==> src/rtl/quadrature_encoder_pkg.sv <==
// Shared definitions for the quadrature encoder interface block.
// Holds the register map, CTRL/STATUS bit positions, the default core
// identifier and the x4 step decoder used by the top level.
package quadrature_encoder_pkg;

  localparam logic [2:0] ADDR_ID       = 3'd0;
  localparam logic [2:0] ADDR_POSITION = 3'd1;
  localparam logic [2:0] ADDR_CTRL     = 3'd2;
  localparam logic [2:0] ADDR_STATUS   = 3'd3;
  localparam logic [2:0] ADDR_PRESET   = 3'd4;
  localparam logic [2:0] ADDR_LATCH    = 3'd5;

  localparam int CTRL_EN      = 0;
  localparam int CTRL_ZCLR    = 1;
  localparam int CTRL_DIR_INV = 2;

  localparam int STATUS_DIR = 0;
  localparam int STATUS_IDX = 1;
  localparam int STATUS_ERR = 2;

  localparam logic [31:0] DEFAULT_CORE_ID = 32'hEA680004;

  typedef enum logic [1:0] {
    STEP_NONE = 2'd0,
    STEP_FWD  = 2'd1,
    STEP_REV  = 2'd2,
    STEP_ERR  = 2'd3
  } step_e;

  // Position of an {A,B} pair along the forward cycle 00->01->11->10.
  function automatic logic [1:0] gray_phase(input logic [1:0] ab);
    logic [1:0] ph;
    case (ab)
      2'b00:   ph = 2'd0;
      2'b01:   ph = 2'd1;
      2'b11:   ph = 2'd2;
      default: ph = 2'd3;
    endcase
    return ph;
  endfunction

  // Phase difference modulo 4: +1 forward, -1 reverse, 2 means both bits flipped.
  function automatic step_e decode_step(input logic [1:0] prev_ab,
                                        input logic [1:0] cur_ab);
    logic [1:0] d;
    step_e      s;
    d = gray_phase(cur_ab) - gray_phase(prev_ab);
    case (d)
      2'd1:    s = STEP_FWD;
      2'd3:    s = STEP_REV;
      2'd2:    s = STEP_ERR;
      default: s = STEP_NONE;
    endcase
    return s;
  endfunction

endpackage

==> src/rtl/encoder_input_filter.sv <==
// One-bit input conditioner: 2-FF synchroniser followed by a run-length
// filter. The output only moves to a new level after FILTER_LEN consecutive
// synchronised samples that all differ from the current output.
// Ports:
//   clk  - clock
//   rst  - synchronous active-high reset
//   din  - asynchronous input
//   dout - synchronised, filtered level (resets to 0)
module encoder_input_filter #(
  parameter int FILTER_LEN = 3
) (
  input  logic clk,
  input  logic rst,
  input  logic din,
  output logic dout
);

  logic       sync_p0;
  logic       sync_p1;
  logic [3:0] run_cnt;
  logic [3:0] run_inc;

  assign run_inc = run_cnt + 4'd1;

  always_ff @(posedge clk) begin
    if (rst) begin
      sync_p0 <= 1'b0;
      sync_p1 <= 1'b0;
      dout    <= 1'b0;
      run_cnt <= 4'd0;
    end else begin
      // synchroniser stages
      sync_p0 <= din;
      sync_p1 <= sync_p0;
      // filter stage: a sample equal to the output breaks the run
      if (sync_p1 != dout) begin
        if (run_inc == 4'(FILTER_LEN)) begin
          dout    <= sync_p1;
          run_cnt <= 4'd0;
        end else begin
          run_cnt <= run_inc;
        end
      end else begin
        run_cnt <= 4'd0;
      end
    end
  end

endmodule

==> src/rtl/quadrature_encoder.sv <==
// Quadrature encoder interface with Avalon-MM control slave.
// A/B/Z are synchronised and filtered, {A,B} is decoded x4 into a signed
// position counter, and a rising Z edge latches (and optionally clears) it.
// Ports:
//   csi_MCLK_clk          - clock
//   rsi_MRST_reset        - synchronous active-high reset
//   avs_ctrl_*            - register access (address, read, write, data);
//                           byteenable ignored, waitrequest tied 0
//   A, B, Z               - asynchronous encoder inputs
module quadrature_encoder
  import quadrature_encoder_pkg::*;
#(
  parameter int          POS_WIDTH  = 32,
  parameter int          FILTER_LEN = 3,
  parameter logic [31:0] CORE_ID    = DEFAULT_CORE_ID
) (
  input  logic        csi_MCLK_clk,
  input  logic        rsi_MRST_reset,
  input  logic [31:0] avs_ctrl_writedata,
  output logic [31:0] avs_ctrl_readdata,
  input  logic [3:0]  avs_ctrl_byteenable,
  input  logic [2:0]  avs_ctrl_address,
  input  logic        avs_ctrl_write,
  input  logic        avs_ctrl_read,
  output logic        avs_ctrl_waitrequest,
  input  logic        A,
  input  logic        B,
  input  logic        Z
);

  logic a_filt, b_filt, z_filt;

  encoder_input_filter #(.FILTER_LEN(FILTER_LEN)) u_filt_a (
    .clk(csi_MCLK_clk), .rst(rsi_MRST_reset), .din(A), .dout(a_filt));
  encoder_input_filter #(.FILTER_LEN(FILTER_LEN)) u_filt_b (
    .clk(csi_MCLK_clk), .rst(rsi_MRST_reset), .din(B), .dout(b_filt));
  encoder_input_filter #(.FILTER_LEN(FILTER_LEN)) u_filt_z (
    .clk(csi_MCLK_clk), .rst(rsi_MRST_reset), .din(Z), .dout(z_filt));

  logic signed [POS_WIDTH-1:0] position;
  logic signed [POS_WIDTH-1:0] latch_pos;
  logic signed [POS_WIDTH-1:0] pos_next;
  logic [2:0]                  ctrl;
  logic                        st_dir, st_idx, st_err;
  logic [1:0]                  ab_p1;
  logic                        z_p1;

  step_e step;
  logic  en, zclr, dir_inv;
  logic  moving, count_up, z_rise;
  logic  wr_ctrl, wr_status, wr_preset;
  logic  unused_ok;

  assign avs_ctrl_waitrequest = 1'b0;
  assign unused_ok = ^{avs_ctrl_byteenable, avs_ctrl_writedata};

  assign en      = ctrl[CTRL_EN];
  assign zclr    = ctrl[CTRL_ZCLR];
  assign dir_inv = ctrl[CTRL_DIR_INV];

  assign wr_ctrl   = avs_ctrl_write && (avs_ctrl_address == ADDR_CTRL);
  assign wr_status = avs_ctrl_write && (avs_ctrl_address == ADDR_STATUS);
  assign wr_preset = avs_ctrl_write && (avs_ctrl_address == ADDR_PRESET);

  // Compare the filtered pair against last cycle's copy so the counter
  // moves exactly one cycle after the filtered change.
  assign step     = decode_step(ab_p1, {a_filt, b_filt});
  assign moving   = en && ((step == STEP_FWD) || (step == STEP_REV));
  assign count_up = (step == STEP_FWD) ^ dir_inv;
  assign z_rise   = en && z_filt && !z_p1;

  // PRESET beats a Z clear, which beats the count step.
  always_comb begin
    pos_next = position;
    if (wr_preset)
      pos_next = avs_ctrl_writedata[POS_WIDTH-1:0];
    else if (z_rise && zclr)
      pos_next = '0;
    else if (moving)
      pos_next = count_up ? position + POS_WIDTH'(1) : position - POS_WIDTH'(1);
  end

  always_ff @(posedge csi_MCLK_clk) begin
    if (rsi_MRST_reset) begin
      ab_p1             <= 2'b00;
      z_p1              <= 1'b0;
      position          <= '0;
      latch_pos         <= '0;
      ctrl              <= 3'd0;
      st_dir            <= 1'b0;
      st_idx            <= 1'b0;
      st_err            <= 1'b0;
      avs_ctrl_readdata <= 32'd0;
    end else begin
      // decode/count stage
      ab_p1    <= {a_filt, b_filt};
      z_p1     <= z_filt;
      position <= pos_next;
      if (z_rise)
        latch_pos <= position;
      if (moving)
        st_dir <= count_up;
      if (wr_ctrl)
        ctrl <= avs_ctrl_writedata[2:0];
      // a set event in the same cycle as a W1C clear wins
      st_idx <= (st_idx && !(wr_status && avs_ctrl_writedata[STATUS_IDX])) || z_rise;
      st_err <= (st_err && !(wr_status && avs_ctrl_writedata[STATUS_ERR])) ||
                (en && (step == STEP_ERR));
      if (avs_ctrl_read) begin
        case (avs_ctrl_address)
          ADDR_ID:       avs_ctrl_readdata <= CORE_ID;
          ADDR_POSITION: avs_ctrl_readdata <= 32'(position);
          ADDR_CTRL:     avs_ctrl_readdata <= {29'd0, ctrl};
          ADDR_STATUS:   avs_ctrl_readdata <= {29'd0, st_err, st_idx, st_dir};
          ADDR_LATCH:    avs_ctrl_readdata <= 32'(latch_pos);
          default:       avs_ctrl_readdata <= 32'd0;
        endcase
      end
    end
  end

endmodule

==> config.mk <==
export PLATFORM = sky130hd
export DESIGN_NAME = quadrature_encoder
export DESIGN_NICKNAME = d
export VERILOG_FILES = /design/src/rtl/quadrature_encoder_pkg.sv /design/src/rtl/encoder_input_filter.sv /design/src/rtl/quadrature_encoder.sv
export SDC_FILE = /design/constraint.sdc
export NUM_CORES = 1
export LEC_CHECK = 0
export ABC_CLOCK_PERIOD_IN_PS = 12000
export CORE_ASPECT_RATIO = 0.9
export CORE_MARGIN = 2
export CORE_UTILIZATION = 43
export CTS_CLUSTER_DIAMETER = 200
export DETAILED_ROUTE_END_ITERATION = 8
export GPL_TIMING_DRIVEN = 0
export PLACE_DENSITY = 0.7
export SYNTH_ARGS = -nofsm -noshare
export SYNTH_HDL_FRONTEND = slang
export SYNTH_SLANG_ARGS = --single-unit
==> constraint.sdc <==
create_clock -name csi_MCLK_clk -period 12 [get_ports csi_MCLK_clk]
set_input_delay 1.2 -clock csi_MCLK_clk [delete_from_list [all_inputs] [get_ports csi_MCLK_clk]]
set_output_delay 1.2 -clock csi_MCLK_clk [all_outputs]
set_load 0.03 [all_outputs]
==> results of run 1 <==
## state kept, by name, summed over array words and instances, names as in the netlist, 2 cells and up
name / count
position: 32
u_filt_z.run_cnt: 4
ctrl: 3
latch_pos: 32
avs_ctrl_readdata: 32
u_filt_b.run_cnt: 4
u_filt_a.run_cnt: 4
ab_p1: 2
## cells by family after synthesis
kind of cell | after synthesis | synth area share, %
other | 1 | 0.05316
xor gates and xnor gates | 30 | 4.168
AOI/OAI and AO/OA | 239 | 22.49
buffers and inverters | 106 | 6.119
and+or+nand+nor | 385 | 27.08
DFF | 126 | 35.76
muxes | 14 | 2.022
adders and majority gates | 13 | 2.306
## where the power goes
group	internal [W]	leakage, nW	total (W)	switching (W)
combinational	0.0000769	1.75	0.000193	0.000116
sequential	0.000428	1.02	0.000434	0.00000552
clock	0.000367	0.311	0.000574	0.000208
## cells in the mapped netlist (all sizes together) (13+ instances only)
cell type and instances:
nand2 130, nor2 90, nor4 17, xnor2 16, inv 17, nand3 31, a22oi 29, a211oi 41
ha 13, and3 13, buf 20, clkbuf 69, nor3 27, a21oi 84, dfxtp 126, o21ai 31
nor2b 27, nand4 19
## critical path, cell delays in order (launching register included)
cell and delay, ns:
dfxtp_1 0.38, inv_1 0.08, ha_1 0.28, ha_1 0.48, inv_1 0.29, nand3_4 0.20, nand2_4 0.13, buf_6 0.17
buf_2 0.32, xnor2_1 0.17, ha_1 0.35, inv_1 0.13, nor4_1 0.30, nand3_1 0.28, a211oi_1 0.56, o21bai_1 0.17
mux2i_1 0.26, nand3b_1 0.15, nand3_1 0.08
## how the worst min path moves through the flow
stage | slack (ns) | to | cells past startpoint | from
final | 0.44 | u_filt_b.sync_p1 | 1 | u_filt_b.sync_p0
after global routing | 0.46 | u_filt_z.sync_p1 | 1 | u_filt_z.sync_p0
after CTS | 0.44 | u_filt_b.sync_p1 | 1 | u_filt_b.sync_p0
after detailed placement | 0.43 | u_filt_b.sync_p1 | 1 | u_filt_b.sync_p0
after global placement | 0.42 | u_filt_b.sync_p1 | 1 | u_filt_b.sync_p0
after floorplan | 0.41 | u_filt_a.sync_p1 | 1 | u_filt_a.sync_p0
## layout make-up
type                            count  area [um2]  area share, %
Tap cell                          207       259.0          2.991
Clock buffer                       21       470.5          5.433
Multi-Input combinational cell    682        4100          47.35
Timing Repair Buffer               70       700.7          8.091
Inverter                           17       63.81         0.7369
Buffer                             89       367.9          4.248
Clock inverter                     11       175.2          2.023
Sequential cell                   126        2522          29.13
## routing by layer
metal  global-route usage (%)  vias up  wire, um
li1                         -     3447         -
met1                    38.13     3449     10590
met2                    41.52      386     10730
met3                    6.741       55      2430
met4                    10.70        2       601
met5                        0        -        10
## metrics by stage
step                      area (um2)  setup WS [ns]  power (W)  util, %  std cells
after floorplan                 7054          8.169  0.0005669        -        914
after global placement          8014          7.252  0.0006292    49.85       1191
after detailed placement        8014          7.291  0.0006293    49.85       1191
after CTS                       8660          7.242   0.001198    53.87       1223
after global routing            8660          6.863   0.001239    53.87       1223
final                           8660          7.081   0.001201    53.87       1223
==> impl_results.md, run 1 <==
* Status: completed
* GP Congestion at slightly above 1
* Leakage at around 3 nW
* Most frequently used flop master after synthesis: dfxtp_1
* Largest net degree at the start of global routing at 17
* HP Class: flip-flop to flip-flop
* Area leader, netlist: dfxtp_1
* Reg-to-Reg Start: u_filt_b.dout
* Final Net Count at 1062
* Antenna viol nets, final at 0
* Share of cells above drive strength 1 at under 10%
* Synth async-reset ratio at 0%
* Power per Cell Area at ~140 mW/mm2
* Vias in the first global route at about 6.6k
* Initial detailed-routing violation count at roughly 800
* Clock Tree Root: clkbuf_16
* Post-cts resize count at 0
* Post-DP HPWL at roughly 17 mm
* Synth Cell Area at just over 0.007 mm2
* Crit Path Class: flip-flop to flip-flop
* First-pass GRT wire length at about 37 mm
* Routed WL at roughly 24 mm
* Die area at approximately 0.017 mm2
* Worst-path maximum fanout at 10
* Crit path from: u_filt_b.dout
* Critical path data arrival time at between 5 and 6 ns
* Final Cycle Share at about 41%
* Std-Cell Rows at between 40 and 50
* # IOs at between 70 and 80
* Fill cells at roughly 1.6k
* CTS sink count at about 130
* Post-synth top area share at 35.76%
* Worst-Margin Slew at just under 0.8 ns
* Area growth syn-to-layout at 22.76%
* Cells after Synth at approximately 910
* Setup Buffers After CTS at 0
* Slew HR at a little under half
* Die Wd at 139.0 um
* Initial Util at a little over two fifths
* Cell count of the worst reg-to-reg path at 18
* Peak VDD IR at approximately 0.00010 V
* Syn Nets at between 900 and 1k
* Sequential-to-total area share from yosys stat at a little over a third
* Final clock skew at between 0.009 and 0.01 ns
* CTS buffer count at 17
* Final hold violations at 0
* Drt via density at around 6.0
* CTS tree: built
* Crit. End Element: flip-flop
* Synth area leaders: dfxtp_1, nand2_1, a21oi_1
* Synth warnings at 0
* Final-report setup violation count at 0
* Flops & latches, synth at about 130
* Longest Clk Path Bufs at 2
* Number of iterations in the first detailed-routing pass at 5
* Post-synth EDFFs at 0
* Hold Buf Count CTS at 0
* Most common cell after layout, fill and taps aside: nand2_1
* Max_cap viols at 0
* Via count at approximately 7.3k
* Total core area at ~0.016 mm2
* Syn_area_per_cell at between 7 and 8 um2
* Worst setup path end: position[24]
* Slew Limit Fails at 0
* DRC at 0
* Skew-Pair Late Insertion Delay at 0.43 ns
* Drt wl/cell at 19.92 um
* Total gr overflow at 0
* Flop2flop setup slack at 7.08 ns
* Final Critical Period at 4.919 ns
* Setup TNS at 0 ns
* H-tree lvl count at 4
* Die Span Y at roughly 130 um
* GR Util All Layers at about 28%
* Worst-path clk slew at 0.06 ns
* Most frequent cells in the layout: nand2_1, dfxtp_1, nor2_1
* Min Hold Slack at approximately 0.44 ns
* ANT cells at 0
* Critical R2R Capture: position[24]
* Yosys cell types at 78
* Buffers on Ports at 70
* Achievable Freq at about 200 MHz
* RSZ-0062 raised after global routing: false
* Worst setup SP type: flip-flop
* Initial antenna violation count at 1
* Req. time, crit path at 12.31 ns
No activity file was read; power rests on OpenSTA's default activity.
==> run 2: changes to the inputs <==
--- a/config.mk
+++ b/config.mk
@@ -5,14 +5,14 @@
 export SDC_FILE = /design/constraint.sdc
 export NUM_CORES = 1
 export LEC_CHECK = 0
-export ABC_CLOCK_PERIOD_IN_PS = 12000
+export ABC_CLOCK_PERIOD_IN_PS = 4250
 export CORE_ASPECT_RATIO = 0.9
 export CORE_MARGIN = 2
 export CORE_UTILIZATION = 43
 export CTS_CLUSTER_DIAMETER = 200
 export DETAILED_ROUTE_END_ITERATION = 8
 export GPL_TIMING_DRIVEN = 0
-export PLACE_DENSITY = 0.7
+export PLACE_DENSITY = 0.72
 export SYNTH_ARGS = -nofsm -noshare
 export SYNTH_HDL_FRONTEND = slang
 export SYNTH_SLANG_ARGS = --single-unit
==> constraint.sdc (replaced) <==
create_clock -name csi_MCLK_clk -period 4.25 [get_ports csi_MCLK_clk]
set_input_delay 0.425 -clock csi_MCLK_clk [delete_from_list [all_inputs] [get_ports csi_MCLK_clk]]
set_output_delay 0.425 -clock csi_MCLK_clk [all_outputs]
set_load 0.03 [all_outputs]
==> impl_results.md, run 2 (synthesis gave the netlist of run 1 again) <==
* Status: completed
* Final Cycle Share at 95.82%
* Power per Cell Area at ~370 mW/mm2
* Critical path data arrival time at 4.38 ns
* Most frequent cells in the layout: nand2_1, dfxtp_1, nor2_1
* Fill cells at 1567
* Req. time, crit path at about 4.6 ns
* Slew HR at 43.82%
* Clock Tree Root: clkbuf_16
* Final Net Count at between 1k and 1.5k
* Max_cap viols at 0
* Die area at 0.01745 mm2
* Dpl cells at 1191
* GR Layer Usage met1 at a little under two fifths
* Worst-path clk slew at about 0.060 ns
* Die Wd at 139.0 um
* Final Critical Period at a little over 4 ns
* Via count at between 7k and 8k
* Final clock skew at 0.008338 ns
* Routed WL at roughly 24 mm
* Area growth syn-to-layout at 22.70%
* Met2 usage at about two fifths
* Crit Path Class: flip-flop to flip-flop
* Worst setup SP type: flip-flop
* Std-Cell Rows at 44
* Achievable Freq at roughly 250 MHz
* Worst-Margin Slew at about 0.84 ns
* Leakage at between 3 and 4 nW
* Fin cells at 1227
* Final-report setup violation count at 0
* CTS tree: built
* Skew-Pair Late Insertion Delay at 0.43 ns
* Drt wl/cell at roughly 19 um
* Initial Util at 43.88%
* CTS sink count at about 130
* Most common cell after layout, fill and taps aside: nand2_1
* Gr busiest metal: met2
* Crit. End Element: flip-flop
* RSZ-0062 raised after global routing: false
* Hold Buf Count CTS at 0
* GR Util All Layers at a little over a quarter
* CTS buffer count at 17
* GP Congestion at about 1.0
* DRC at 0
* ANT cells at 0
* First-pass GRT wire length at roughly 37 mm
* Longest Clk Path Bufs at 2
* Total gr overflow at 0
* Peak VDD IR at roughly 0.00033 V
* M3 GR Usage at 6.588%
* Initial antenna violation count at 0
* Drt via density at 5.922
* Antenna viol nets, final at 0
* Slew Limit Fails at 0
* Number of iterations in the first detailed-routing pass at 5
* WP buf/inv at 3
* # IOs at 79
* Worst-path maximum fanout at 19
* Vias in the first global route at 6751
* H-tree lvl count at 4
* Share of cells above drive strength 1 at under 10%
* CP delay by family, top: simple AND/OR/NAND/NOR gates
* Final hold violations at 0
* Critical path's largest stage delay at around 0.55 ns
* Slowest cell on the critical path: xor3_2
* Biggest regs: avs_ctrl_readdata: 32 flops, latch_pos: 32 flops, position: 32 flops
* Initial detailed-routing violation count at around 970
* Post-DP HPWL at ~17 mm
* Post-layout util at a little over half
* Largest net degree at the start of global routing at 20
* Die Span Y at about 130 um
* Crit path cell chain: inv_1, ha_1, nor2_1, xor3_2, o21ai_4, nand2_4, buf_6, xnor2_1, ha_2, inv_1, nor4_1, nand3_1, a211oi_2, o21bai_1, mux2i_1, nand3b_1, nand3_1
* Min Hold Slack at around 0.44 ns
* HP Class: flip-flop to flip-flop
* Total core area at ~0.016 mm2
* Buffers on Ports at 70
run 2: changes by cell type in the layout (fill, tap and decap cells not counted), moves of 2 or more:
cell       before  now
bufinv_16       4    2
buf_4           1    7
ha_2            0    2
clkinv_4        0    2
clkinv_2        1    3
ha_1           13   11
run 2: where the power goes:
| group | leakage (nW) | switching (W) | total [W] | internal (W) |
|---|---|---|---|---|
| Sequential | 1.02 | 0.0000157 | 0.00123 | 0.00121 |
| Combinational | 1.76 | 0.000316 | 0.000535 | 0.000218 |
| Clock | 0.286 | 0.000576 | 0.00147 | 0.000894 |
run 2: stage by stage:
stage          instance area (um2)  worst slack, ns  total power, W  setup TNS (ns)
2_1_floorplan                 7054           0.4187        0.001601               0
3_3_place_gp                  8014          -0.4321        0.001768          -2.107
3_5_place_dp                  8014          -0.4164        0.001770          -1.769
4_1_cts                       8618          0.09393        0.003227               0
5_1_grt                       8656          0.03904        0.003341               0
6_report                      8656           0.1775        0.003229               0
run 2: what timing repair did:
item,in CTS,in global routing
gates resized for setup,3,2
pin swaps,3,5
setup buffers,2,4
endpoints found under the setup margin,8,6
run 2: path summary, 6_finish.rpt:
| kind | start | endpoint | slack, ns | cells past startpoint |
|---|---|---|---|---|
| min reg2reg | u_filt_z.sync_p0 | u_filt_z.sync_p1 | 0.44 | 1 |
| max reg2reg | u_filt_b.dout | position[24] | 0.18 | 17 |
| min | u_filt_z.sync_p0 | u_filt_z.sync_p1 | 0.44 | 1 |
| max | u_filt_b.dout | position[24] | 0.18 | 17 |
run 2: per-layer routing:
| layer | routed length, um | up-vias | part of all wire (%) |
|---|---|---|---|
| li1 | - | 3457 | - |
| met1 | 10190 | 3375 | 43 |
| met2 | 10280 | 371 | 44 |
| met3 | 2234 | 63 | 9.5 |
| met4 | 845 | 0 | 3.6 |
| met5 | 0 | - | 0 |
run 2: cell type report:
type,instances,area [um2],area share [%]
Multi-Input combinational cell,682,4115,47.54
Sequential cell,126,2522,29.14
Timing Repair Buffer,76,745.7,8.615
Clock buffer,19,452.9,5.233
Buffer,88,362.8,4.192
Tap cell,207,259.0,2.992
Clock inverter,12,133.9,1.547
Inverter,17,63.81,0.7372
run 2: worst reg2reg max path, cell delays in order, from the launching register on:
cell and delay, ns:
dfxtp_1 0.41, inv_1 0.08, ha_1 0.18, nor2_1 0.14, xor3_2 0.55, o21ai_4 0.22, nand2_4 0.07, buf_6 0.18
xnor2_1 0.19, ha_2 0.27, inv_1 0.10, nor4_1 0.28, nand3_1 0.28, a211oi_2 0.42, o21bai_1 0.15, mux2i_1 0.23
nand3b_1 0.14, nand3_1 0.08
